File: src/rtl/mem_pkg.sv
// mem_pkg: load/store control encodings, FSM states and the request
// decode helpers shared by the memory access controller and its aligner.
package mem_pkg;

   localparam logic [2:0] LD_LB  = 3'b000;
   localparam logic [2:0] LD_LBU = 3'b001;
   localparam logic [2:0] LD_LH  = 3'b010;
   localparam logic [2:0] LD_LHU = 3'b011;
   localparam logic [2:0] LD_LW  = 3'b101;
   localparam logic [2:0] LD_LWL = 3'b110;
   localparam logic [2:0] LD_LWR = 3'b111;

   localparam logic [1:0] ST_SB  = 2'b00;
   localparam logic [1:0] ST_SH  = 2'b01;
   localparam logic [1:0] ST_SW  = 2'b10;

   typedef enum logic [1:0] {
      IDLE   = 2'd0,
      ACCESS = 2'd1,
      DONE   = 2'd2,
      ERR    = 2'd3
   } state_t;

   // A request is legal when exactly one of read/write is asked for, the
   // encoding exists, and halfword/word accesses are naturally aligned.
   function automatic logic req_legal(input logic       rd,
                                      input logic       wr,
                                      input logic [2:0] ld,
                                      input logic [1:0] st,
                                      input logic [1:0] o);
      logic ok;
      ok = 1'b1;
      if (rd && wr) begin
         ok = 1'b0;
      end else if (rd) begin
         case (ld)
            LD_LB, LD_LBU, LD_LWL, LD_LWR: ok = 1'b1;
            LD_LH, LD_LHU:                 ok = ~o[0];
            LD_LW:                         ok = (o == 2'b00);
            default:                       ok = 1'b0;
         endcase
      end else if (wr) begin
         case (st)
            ST_SB:   ok = 1'b1;
            ST_SH:   ok = ~o[0];
            ST_SW:   ok = (o == 2'b00);
            default: ok = 1'b0;
         endcase
      end
      return ok;
   endfunction

   // Byte lanes touched by a load; LWL/LWR always fetch the whole word.
   function automatic logic [3:0] load_be(input logic [2:0] ld, input logic [1:0] o);
      logic [3:0] be;
      case (ld)
         LD_LB, LD_LBU: be = 4'b0001 << o;
         LD_LH, LD_LHU: be = 4'b0011 << o;
         default:       be = 4'b1111;
      endcase
      return be;
   endfunction

   // Byte lanes written by a store.
   function automatic logic [3:0] store_be(input logic [1:0] st, input logic [1:0] o);
      logic [3:0] be;
      case (st)
         ST_SB:   be = 4'b0001 << o;
         ST_SH:   be = 4'b0011 << o;
         default: be = 4'b1111;
      endcase
      return be;
   endfunction

   // Right-justified store data moved onto the lanes selected by the offset.
   function automatic logic [31:0] store_data(input logic [1:0]  st,
                                              input logic [1:0]  o,
                                              input logic [31:0] wdata);
      logic [31:0] d;
      case (st)
         ST_SB:   d = {24'h0, wdata[7:0]}  << {o, 3'b000};
         ST_SH:   d = {16'h0, wdata[15:0]} << {o, 3'b000};
         default: d = wdata;
      endcase
      return d;
   endfunction

endpackage

File: src/rtl/mem_access_ctrl_if.sv
// mem_access_ctrl_if: Avalon-MM data bus with waitrequest between the
// access controller (master) and the data memory (slave).
interface mem_access_ctrl_if #(
   parameter int ADDR_W = 32
);
   logic [ADDR_W-1:0] avm_address;
   logic              avm_read;
   logic              avm_write;
   logic [3:0]        avm_byteenable;
   logic [31:0]       avm_writedata;
   logic [31:0]       avm_readdata;
   logic              avm_waitrequest;

   modport master (
      output avm_address, avm_read, avm_write, avm_byteenable, avm_writedata,
      input  avm_readdata, avm_waitrequest
   );

   modport slave (
      input  avm_address, avm_read, avm_write, avm_byteenable, avm_writedata,
      output avm_readdata, avm_waitrequest
   );
endinterface

File: src/rtl/load_align.sv
// load_align: turns the captured bus word into the architectural load
// result (byte/halfword select with sign or zero extension, LWL/LWR merge).
module load_align
   import mem_pkg::*;
(
   input  logic [31:0] m,
   input  logic [1:0]  o,
   input  logic [2:0]  ld_ctrl,
   input  logic [31:0] rt_old,
   output logic [31:0] load_data
);
   logic [7:0]  byte_sel;
   logic [15:0] half_sel;

   // Select the addressed byte/halfword and build the extended or merged result.
   always_comb begin
      // NOTE: every output of a combinational block gets a default first, so no path can infer a latch.
      load_data = 32'h0;
      byte_sel  = m[{o, 3'b000} +: 8];
      half_sel  = m[{o[1], 4'b0000} +: 16];
      case (ld_ctrl)
         LD_LB:   load_data = {{24{byte_sel[7]}}, byte_sel};
         LD_LBU:  load_data = {24'h0, byte_sel};
         LD_LH:   load_data = {{16{half_sel[15]}}, half_sel};
         LD_LHU:  load_data = {16'h0, half_sel};
         LD_LW:   load_data = m;
         // Shift by 8*(3-o); for a 2-bit offset 3-o is simply ~o.
         LD_LWL:  load_data = (m << {~o, 3'b000}) | (rt_old & (32'h00FF_FFFF >> {o, 3'b000}));
         LD_LWR:  load_data = (m >> {o, 3'b000}) | (rt_old & ~(32'hFFFF_FFFF >> {o, 3'b000}));
         default: load_data = 32'h0;
      endcase
   end
endmodule

File: src/rtl/mem_access_ctrl.sv
// mem_access_ctrl: runs one data-memory access per request over the Avalon
// bus, stalls the pipeline until it completes, and reports bad requests.
module mem_access_ctrl
   import mem_pkg::*;
#(
   parameter int ADDR_W  = 32,
   parameter int TIMEOUT = 0
) (
   input  logic              clk,
   input  logic              reset,
   input  logic              mem_read,
   input  logic              mem_write,
   input  logic [2:0]        ld_ctrl,
   input  logic [1:0]        st_ctrl,
   input  logic [ADDR_W-1:0] addr,
   input  logic [31:0]       wdata,
   input  logic [31:0]       rt_old,
   output logic              stall,
   output logic [31:0]       load_data,
   output logic              load_valid,
   output logic              addr_error,
   mem_access_ctrl_if.master avm
);
   localparam int CNT_W = (TIMEOUT > 1) ? $clog2(TIMEOUT) : 1;

   state_t           state_q;
   state_t           state_d;
   logic             req;
   logic             legal;
   logic             accept;
   logic             complete;
   logic             timeout_hit;
   logic [1:0]       offset;
   logic             op_load_q;
   logic [2:0]       ld_ctrl_q;
   logic [1:0]       off_q;
   logic [31:0]      rdata_q;
   logic [31:0]      load_data_q;
   logic [31:0]      align_data;
   logic [CNT_W-1:0] wait_cnt_q;

   assign req      = mem_read | mem_write;
   assign offset   = addr[1:0];
   assign legal    = req_legal(mem_read, mem_write, ld_ctrl, st_ctrl, offset);
   assign accept   = (state_q == IDLE) && req && legal;
   assign complete = (state_q == ACCESS) && !avm.avm_waitrequest;
   // Fires on the TIMEOUT-th consecutive waitrequest cycle of an access.
   assign timeout_hit = (TIMEOUT > 0) && (state_q == ACCESS) && avm.avm_waitrequest
                        && (wait_cnt_q == CNT_W'(TIMEOUT - 1));

   load_align u_load_align (
      .m         (rdata_q),
      .o         (off_q),
      .ld_ctrl   (ld_ctrl_q),
      .rt_old    (rt_old),
      .load_data (align_data)
   );

   // FSM state register.
   always_ff @(posedge clk or posedge reset) begin
      // NOTE: clocked state uses non-blocking assignments so every flop samples pre-edge values.
      if (reset) state_q <= IDLE;
      else       state_q <= state_d;
   end

   // FSM next-state: IDLE -> ACCESS/ERR, ACCESS waits out waitrequest, DONE/ERR last one cycle.
   always_comb begin
      state_d = state_q;
      case (state_q)
         IDLE: begin
            if (req) state_d = legal ? ACCESS : ERR;
         end
         ACCESS: begin
            if (complete)         state_d = DONE;
            else if (timeout_hit) state_d = ERR;
         end
         DONE:    state_d = IDLE;
         ERR:     state_d = IDLE;
         default: state_d = IDLE;
      endcase
   end

   // FSM outputs: stall, completion/error pulses and the visible load result.
   always_comb begin
      stall      = 1'b0;
      load_valid = 1'b0;
      addr_error = 1'b0;
      load_data  = load_data_q;
      // Reset gates the combinational stall so the pipeline is released at once,
      // even while the datapath still holds its request.
      if (!reset) begin
         case (state_q)
            IDLE:   stall = req;
            ACCESS: stall = 1'b1;
            DONE: begin
               if (op_load_q) begin
                  load_valid = 1'b1;
                  load_data  = align_data;
               end
            end
            ERR:     addr_error = 1'b1;
            default: stall = 1'b0;
         endcase
      end
   end

   // Bus outputs: loaded on accept, held through waitrequest, strobes dropped on completion or timeout.
   always_ff @(posedge clk or posedge reset) begin
      if (reset) begin
         avm.avm_address    <= '0;
         avm.avm_read       <= 1'b0;
         avm.avm_write      <= 1'b0;
         avm.avm_byteenable <= 4'h0;
         avm.avm_writedata  <= 32'h0;
      end else if (accept) begin
         avm.avm_address    <= {addr[ADDR_W-1:2], 2'b00};
         avm.avm_read       <= mem_read;
         avm.avm_write      <= mem_write;
         avm.avm_byteenable <= mem_read ? load_be(ld_ctrl, offset) : store_be(st_ctrl, offset);
         avm.avm_writedata  <= mem_write ? store_data(st_ctrl, offset, wdata) : 32'h0;
      end else if (complete || timeout_hit) begin
         avm.avm_read       <= 1'b0;
         avm.avm_write      <= 1'b0;
      end
   end

   // Access context, read-data capture, held load result and waitrequest counter.
   always_ff @(posedge clk or posedge reset) begin
      if (reset) begin
         op_load_q   <= 1'b0;
         ld_ctrl_q   <= 3'b000;
         off_q       <= 2'b00;
         rdata_q     <= 32'h0;
         load_data_q <= 32'h0;
         wait_cnt_q  <= '0;
      end else begin
         if (accept) begin
            op_load_q  <= mem_read;
            ld_ctrl_q  <= ld_ctrl;
            off_q      <= offset;
            wait_cnt_q <= '0;
         end else if (state_q == ACCESS && avm.avm_waitrequest && TIMEOUT > 0) begin
            wait_cnt_q <= wait_cnt_q + 1'b1;
         end
         if (complete && op_load_q) rdata_q <= avm.avm_readdata;
         if (state_q == DONE && op_load_q) load_data_q <= align_data;
      end
   end
endmodule

File: src/flat_wrapper.sv
// flat-port wrapper written by rule: the top's interface ports become plain ports
module mem_access_ctrl_flat import mem_pkg::*;
#(
   parameter int ADDR_W  = 32,
   parameter int TIMEOUT = 0
)
  (clk, reset, mem_read, mem_write, ld_ctrl, st_ctrl, addr, wdata, rt_old, stall, load_data, load_valid, addr_error, avm_avm_address, avm_avm_read, avm_avm_write, avm_avm_byteenable, avm_avm_writedata, avm_avm_readdata, avm_avm_waitrequest);
  mem_access_ctrl_if #(.ADDR_W(ADDR_W)) avm_i ();
  input  logic clk;
  input  logic reset;
  input  logic mem_read;
  input  logic mem_write;
  input  logic [2:0] ld_ctrl;
  input  logic [1:0] st_ctrl;
  input  logic [ADDR_W-1:0] addr;
  input  logic [31:0] wdata;
  input  logic [31:0] rt_old;
  output logic stall;
  output logic [31:0] load_data;
  output logic load_valid;
  output logic addr_error;
  output wire logic [$bits(avm_i.avm_address)-1:0] avm_avm_address;
  output wire logic [$bits(avm_i.avm_read)-1:0] avm_avm_read;
  output wire logic [$bits(avm_i.avm_write)-1:0] avm_avm_write;
  output wire logic [$bits(avm_i.avm_byteenable)-1:0] avm_avm_byteenable;
  output wire logic [$bits(avm_i.avm_writedata)-1:0] avm_avm_writedata;
  input wire logic [$bits(avm_i.avm_readdata)-1:0] avm_avm_readdata;
  input wire logic [$bits(avm_i.avm_waitrequest)-1:0] avm_avm_waitrequest;
  assign avm_avm_address = avm_i.avm_address;
  assign avm_avm_read = avm_i.avm_read;
  assign avm_avm_write = avm_i.avm_write;
  assign avm_avm_byteenable = avm_i.avm_byteenable;
  assign avm_avm_writedata = avm_i.avm_writedata;
  assign avm_i.avm_readdata = avm_avm_readdata;
  assign avm_i.avm_waitrequest = avm_avm_waitrequest;
  mem_access_ctrl #(.ADDR_W(ADDR_W), .TIMEOUT(TIMEOUT)) u_core (.clk(clk), .reset(reset), .mem_read(mem_read), .mem_write(mem_write), .ld_ctrl(ld_ctrl), .st_ctrl(st_ctrl), .addr(addr), .wdata(wdata), .rt_old(rt_old), .stall(stall), .load_data(load_data), .load_valid(load_valid), .addr_error(addr_error), .avm(avm_i));
endmodule
File: config.mk
export PLATFORM = sky130hd
export DESIGN_NAME = mem_access_ctrl_flat
export DESIGN_NICKNAME = d
export VERILOG_FILES = /design/src/rtl/mem_pkg.sv /design/src/rtl/mem_access_ctrl_if.sv /design/src/rtl/load_align.sv /design/src/rtl/mem_access_ctrl.sv /design/src/flat_wrapper.sv
export SDC_FILE = /design/constraint.sdc
export NUM_CORES = 1
export LEC_CHECK = 0
export BUFFER_PORTS_ARGS = -buffer_cell sky130_fd_sc_hd__buf_2
export CAP_MARGIN = 30
export CORE_AREA = 2 2 171 106
export CTS_BUF_LIST = sky130_fd_sc_hd__clkbuf_8 sky130_fd_sc_hd__clkbuf_16
export DETAILED_ROUTE_END_ITERATION = 6
export DIE_AREA = 0 0 173 108
export PLACE_DENSITY = 0.87
export SLEW_MARGIN = 20
export SYNTH_ARGS = -nofsm -noshare
export SYNTH_HDL_FRONTEND = slang
export SYNTH_SLANG_ARGS = --single-unit
File: constraint.sdc
create_clock -name clk -period 19.9 [get_ports clk]
set_input_delay 3.98 -clock clk [delete_from_list [all_inputs] [get_ports clk]]
set_output_delay 3.98 -clock clk [all_outputs]
set_load 0.05 [all_outputs]
Word-level counts from Yosys, hierarchy flattened
Cells that the tools add are included.
Word-level totals
  flip-flop bits (word level): 140
  logic and storage cells: 94
Cells by class
  equal/unequal tests: 19
  shifts and indexed selects: 10
  muxes and demuxes: 28
  bitwise logic cells: 8
  reductions and logical operators: 18
Operators by type and width (count)
  case mux 32 bit (7 select lines): 1
  two-way mux 32 bit: 4
  AND 32 bit: 2
  bitwise OR 32 bit: 2
  case mux 32 bit (2 select lines): 1
  inverter 32 bit: 1
  indexed part select 32 x 6 -> 16 bit: 1
  indexed part select 32 x 6 -> 8 bit: 1
  << shifter 16 x 5 -> 32 bit: 1
  << shifter 32 x 5 -> 32 bit: 1
  << shifter 8 x 5 -> 32 bit: 1
  >> shifter 24 x 5 -> 32 bit (first input constant): 1
  >> shifter 32 x 5 -> 32 bit: 1
  >> shifter 32 x 5 -> 32 bit (first input constant): 1
  == test 3 bit (second input constant): 6
  case mux 4 bit (2 select lines): 2
  == test 3 x 2 -> 1 bit (second input constant): 4
  two-way mux 1 bit: 12
  == test 2 bit (second input constant): 3
  == test 3 x 1 -> 1 bit (second input constant): 2
  logical AND 1 bit: 6
  logical NOT 2 bit: 3
  logical NOT 3 bit: 2
  two-way mux 2 bit: 3
  other kinds (16): 21

Depth between registers and ports, before layout
  depth in word-level cells: 8
  gate-level depth with buffers: 10

Cells and area by module
A second synthesis with hierarchy kept.
Second synthesis, totals
  cell total of the unflattened synthesis: 726
  area total of the unflattened synthesis: 8401.8 µm²
Modules (own cells, without submodules)
  mem_access_ctrl: instances 1, cells each 497, area an instance 6498.7 µm², sequential area each 3503.4 µm²
  load_align: instances 1, cells each 229, area an instance 1903.1 µm², sequential area each 0.0 µm²

Worst setup path before layout
No wires, ideal clock.
  path type: input to output
  start: in reset
  end: out load_data[11]
  arrival time: 8.767 ns
  slack: 7.153 ns
  stages: 3
  path buffers: 0
  cells stage by stage: inv_1 nand2_1 o21ai_0
On the way
  word-level cells in the longest chain between the ends: 1
Ends and longest elaborated chain
  start, declared: RTL line flat_wrapper.sv:10  | input logic reset;
  two-way mux 32 bit: RTL line mem_access_ctrl.sv:91  | if (!reset) begin
  end, declared: RTL line flat_wrapper.sv:19  | output logic [31:0] load_data;
No other way between the ends.

Worst setup path after layout
  start: in reset
  end: out load_data[21]
Same word-level chain as after synthesis.

==> summary.txt <==
Outcome
  – Outcome: completed

CTS
  – Post-cts repair resize count: 0
  – CTS tree: yes
  – CTS Sinks: 140
  – Setup repair bufs after CTS: 0
  – Number of CTS-inserted buffers: 17
  – H-tree lvl count: 4
  – Clk Latency, worst-skew pair: 0.41 ns
  – CTS hold repair buffers: 0
  – Reg clk slew, reported paths: 0.06 ns
  – CTS Buffer Depth: 2
  – Clock root buffer: clkbuf_16

Logic synthesis
  – Post-synth EDFFs: 0
  – Ys Warns: 0
  – Largest family of logic cells by synthesized area: compound AO/OA/AOI/OAI gates
  – Post-synthesis mux area share: 0.194
  – Post-Syn Area: around 8400 µm²
  – Sequential element share of the synthesized area: 0.416
  – Synth Area in Compound Gates: 0.203
  – Yosys reg bits: 140
  – Syn_area_per_cell: 9.90 µm²
  – Synth Instances: 850
  – Synth Area in Adders: 0.00595
  – Synth async-reset ratio: 1.00
  – Synth unique cells: 55
  – Synth Area in Simple Gates: 0.124
  – Xor and xnor area share after synthesis: 0
  – Ys flop type: dfrtp_1

Floorplanning
  – Full die area: 18,700 µm²
  – Die Y-Extent: 108 µm
  – # rows: 37
  – Die width: about 170 µm
  – I/O Pins: 243
  – Starting Density: 0.496
  – Core area: 16,900 µm²

Setup path
  – CP max FO: 27
  – Crit path launch type: primary input
  – Crit. End Element: output port
  – Worst EP arrival: between 5 and 6 ns
  – Flop2flop setup slack: ~17 ns
  – Critical path class: primary input to output port
  – R2R cell count: 5
  – Req. time, crit path: 15.92 ns

Route
  – Routed WL per cell: about 20 µm
  – Vias per cell: 6.05
  – Post-DRT Antenna Nets: 0
  – Drt drc: 0
  – Iter 0 DRT Violations: 768
  – Overall routed net length: 25,700 µm
  – Vias: approximately 8,000
  – Pre-antenna DRT Iters: 6

STA
  – Layout Skew: 0.0114 ns
  – RSZ-0062 raised after global routing: false
  – Fmax: ~100 MHz
  – Slew margin rel.: 0.402
  – Setup Viol. Count Final: 0
  – Fin Setup TNS: 0 ns
  – Fin crit period: 9.92 ns
  – Final max-slew violation count: 0
  – Tcrit/Tclk final: 0.499
  – Final Hold Vio Count: 0
  – Worst Tran Pin Value: 0.894 ns

Finish
  – Commonest cells after routing, fill and taps aside: buf_2, dfrtp_1, nand2_1
  – Commonest non-fill, non-tap cell in the layout: buf_2
  – Final #Nets: roughly 1,200
  – Layout area overhead: 21.5%
  – Final std cells w/o fill: 1,300
  – Ratio of cells with drive above 1 in the final layout: 0.352

Pwr
  – LEAKAGE: 4.85 nW
  – Total power draw: 1.93 mW
  – Max rail drop VDD: 0.133 mV
  – Power Density: 189 nW/µm²

Place
  – Post-DP HPWL: 18,600 µm
  – PortBufs: 240
  – Inst Count DP: 1,263
  – RePlAce Congestion: 0.927

GRT
  – GR Util All Layers: 0.275
  – Largest net degree at the start of global routing: 86
  – Grt total ovfl: 0
  – Initial antenna violation count: 3
  – First-pass GRT wire length: roughly 41,000 µm
  – Vias in the first global route: approximately 7,600

Min path
  – Worst hold-check path type: register to register
  – Worst hold path depth: 2

Run
  – Max Cap Viol: 0
layout make-up:
cell class | count | area, µm²
fill | 1492 | 6720
multi-input combinational | 620 | 4440
sequential | 140 | 3510
timing repair buffer | 253 | 1320
clock buffer | 19 | 453
tap | 234 | 293
clock inverter | 13 | 130
inverter | 19 | 76.3
antenna | 2 | 5.00
kinds of logic (layout without fill, tap and decap cells):
kind of cell	Yosys count	in the layout
AO/OA/AOI/OAI	242	242
AND/OR/NAND/NOR	230	230
multiplexers	142	142
flip-flops	140	140
buffers and inverters	91	304
adder cells (fa/ha/maj)	4	4
other	1	4
critical path: stages:
cell and delay, ns:
buf_2 0.15, nor2_4 0.55, nand2_1 0.62, o211ai_1 0.32, buf_2 0.30
path summary, 6_finish.rpt:
path | startpoint | endpoint
max in group asynchronous | reset | u_core.off_q[1]
min reg2reg | u_core.avm.avm_writedata[14] | u_core.avm.avm_writedata[14]
max reg2reg | u_core.ld_ctrl_q[2] | u_core.load_data_q[11]
min in group asynchronous | reset | u_core.load_data_q[2]
min | u_core.avm.avm_writedata[14] | u_core.avm.avm_writedata[14]
max | reset | load_data[21]
state kept, by name, indices dropped and copies added, names as in the netlist:
register / count
u_core.avm.avm_read: 1
u_core.avm.avm_writedata: 32
u_core.avm.avm_write: 1
u_core.avm.avm_byteenable: 4
u_core.state_q: 2
u_core.rdata_q: 32
u_core.op_load_q: 1
u_core.ld_ctrl_q: 3
u_core.off_q: 2
u_core.avm.avm_address: 30
u_core.load_data_q: 32
per-stage QoR:
stage	utilization	setup WS (ns)	hold WS (ns)	instance area (µm²)
final	0.603	9.98	0.470	10200
after global routing	0.603	9.84	0.502	10200
after CTS	0.601	10.03	0.474	10200
after detailed placement	0.566	10.04	0.460	9590
after global placement	0.566	10.18	0.456	9590
after floorplan	-	7.15	0.450	8420
power breakdown:
part,internal [mW],switching [mW],total (mW),leakage [nW]
clock network,0.182,0.135,0.317,0.285
registers,0.418,0.145,0.563,1.75
logic,0.348,0.708,1.06,2.82
total,0.948,0.987,1.93,4.85
Yosys cell counts (all sizes together), types with 6 or more instances:
library cell	n	area, µm²
dfrtp	140	3500
nand2	109	409
mux2	79	890
mux2i	54	541
buf	49	315
nor2	49	191
a22oi	40	300
a21oi	38	194
o21ai	36	180
o31ai	32	240
clkbuf	23	86.3
inv	19	71.3
a22o	15	131
nand3	15	75.1
o22ai	15	93.8
o211ai	12	90.1
nor3	11	55.1
nand2b	10	62.6
nor2b	10	62.6
mux4	9	203
o221ai	9	96.4
a32oi	7	61.3
a211oi	6	45.0
per-layer routing:
layer | GRT usage | vias up | wire [µm]
met2 | 0.401 | 459 | 11000
met1 | 0.402 | 3818 | 11500
met4 | 0.0781 | 2 | 348
li1 | - | 3550 | -
met5 | 0 | - | 11
met3 | 0.0735 | 34 | 2850
No activity file was read; power rests on OpenSTA's default activity.
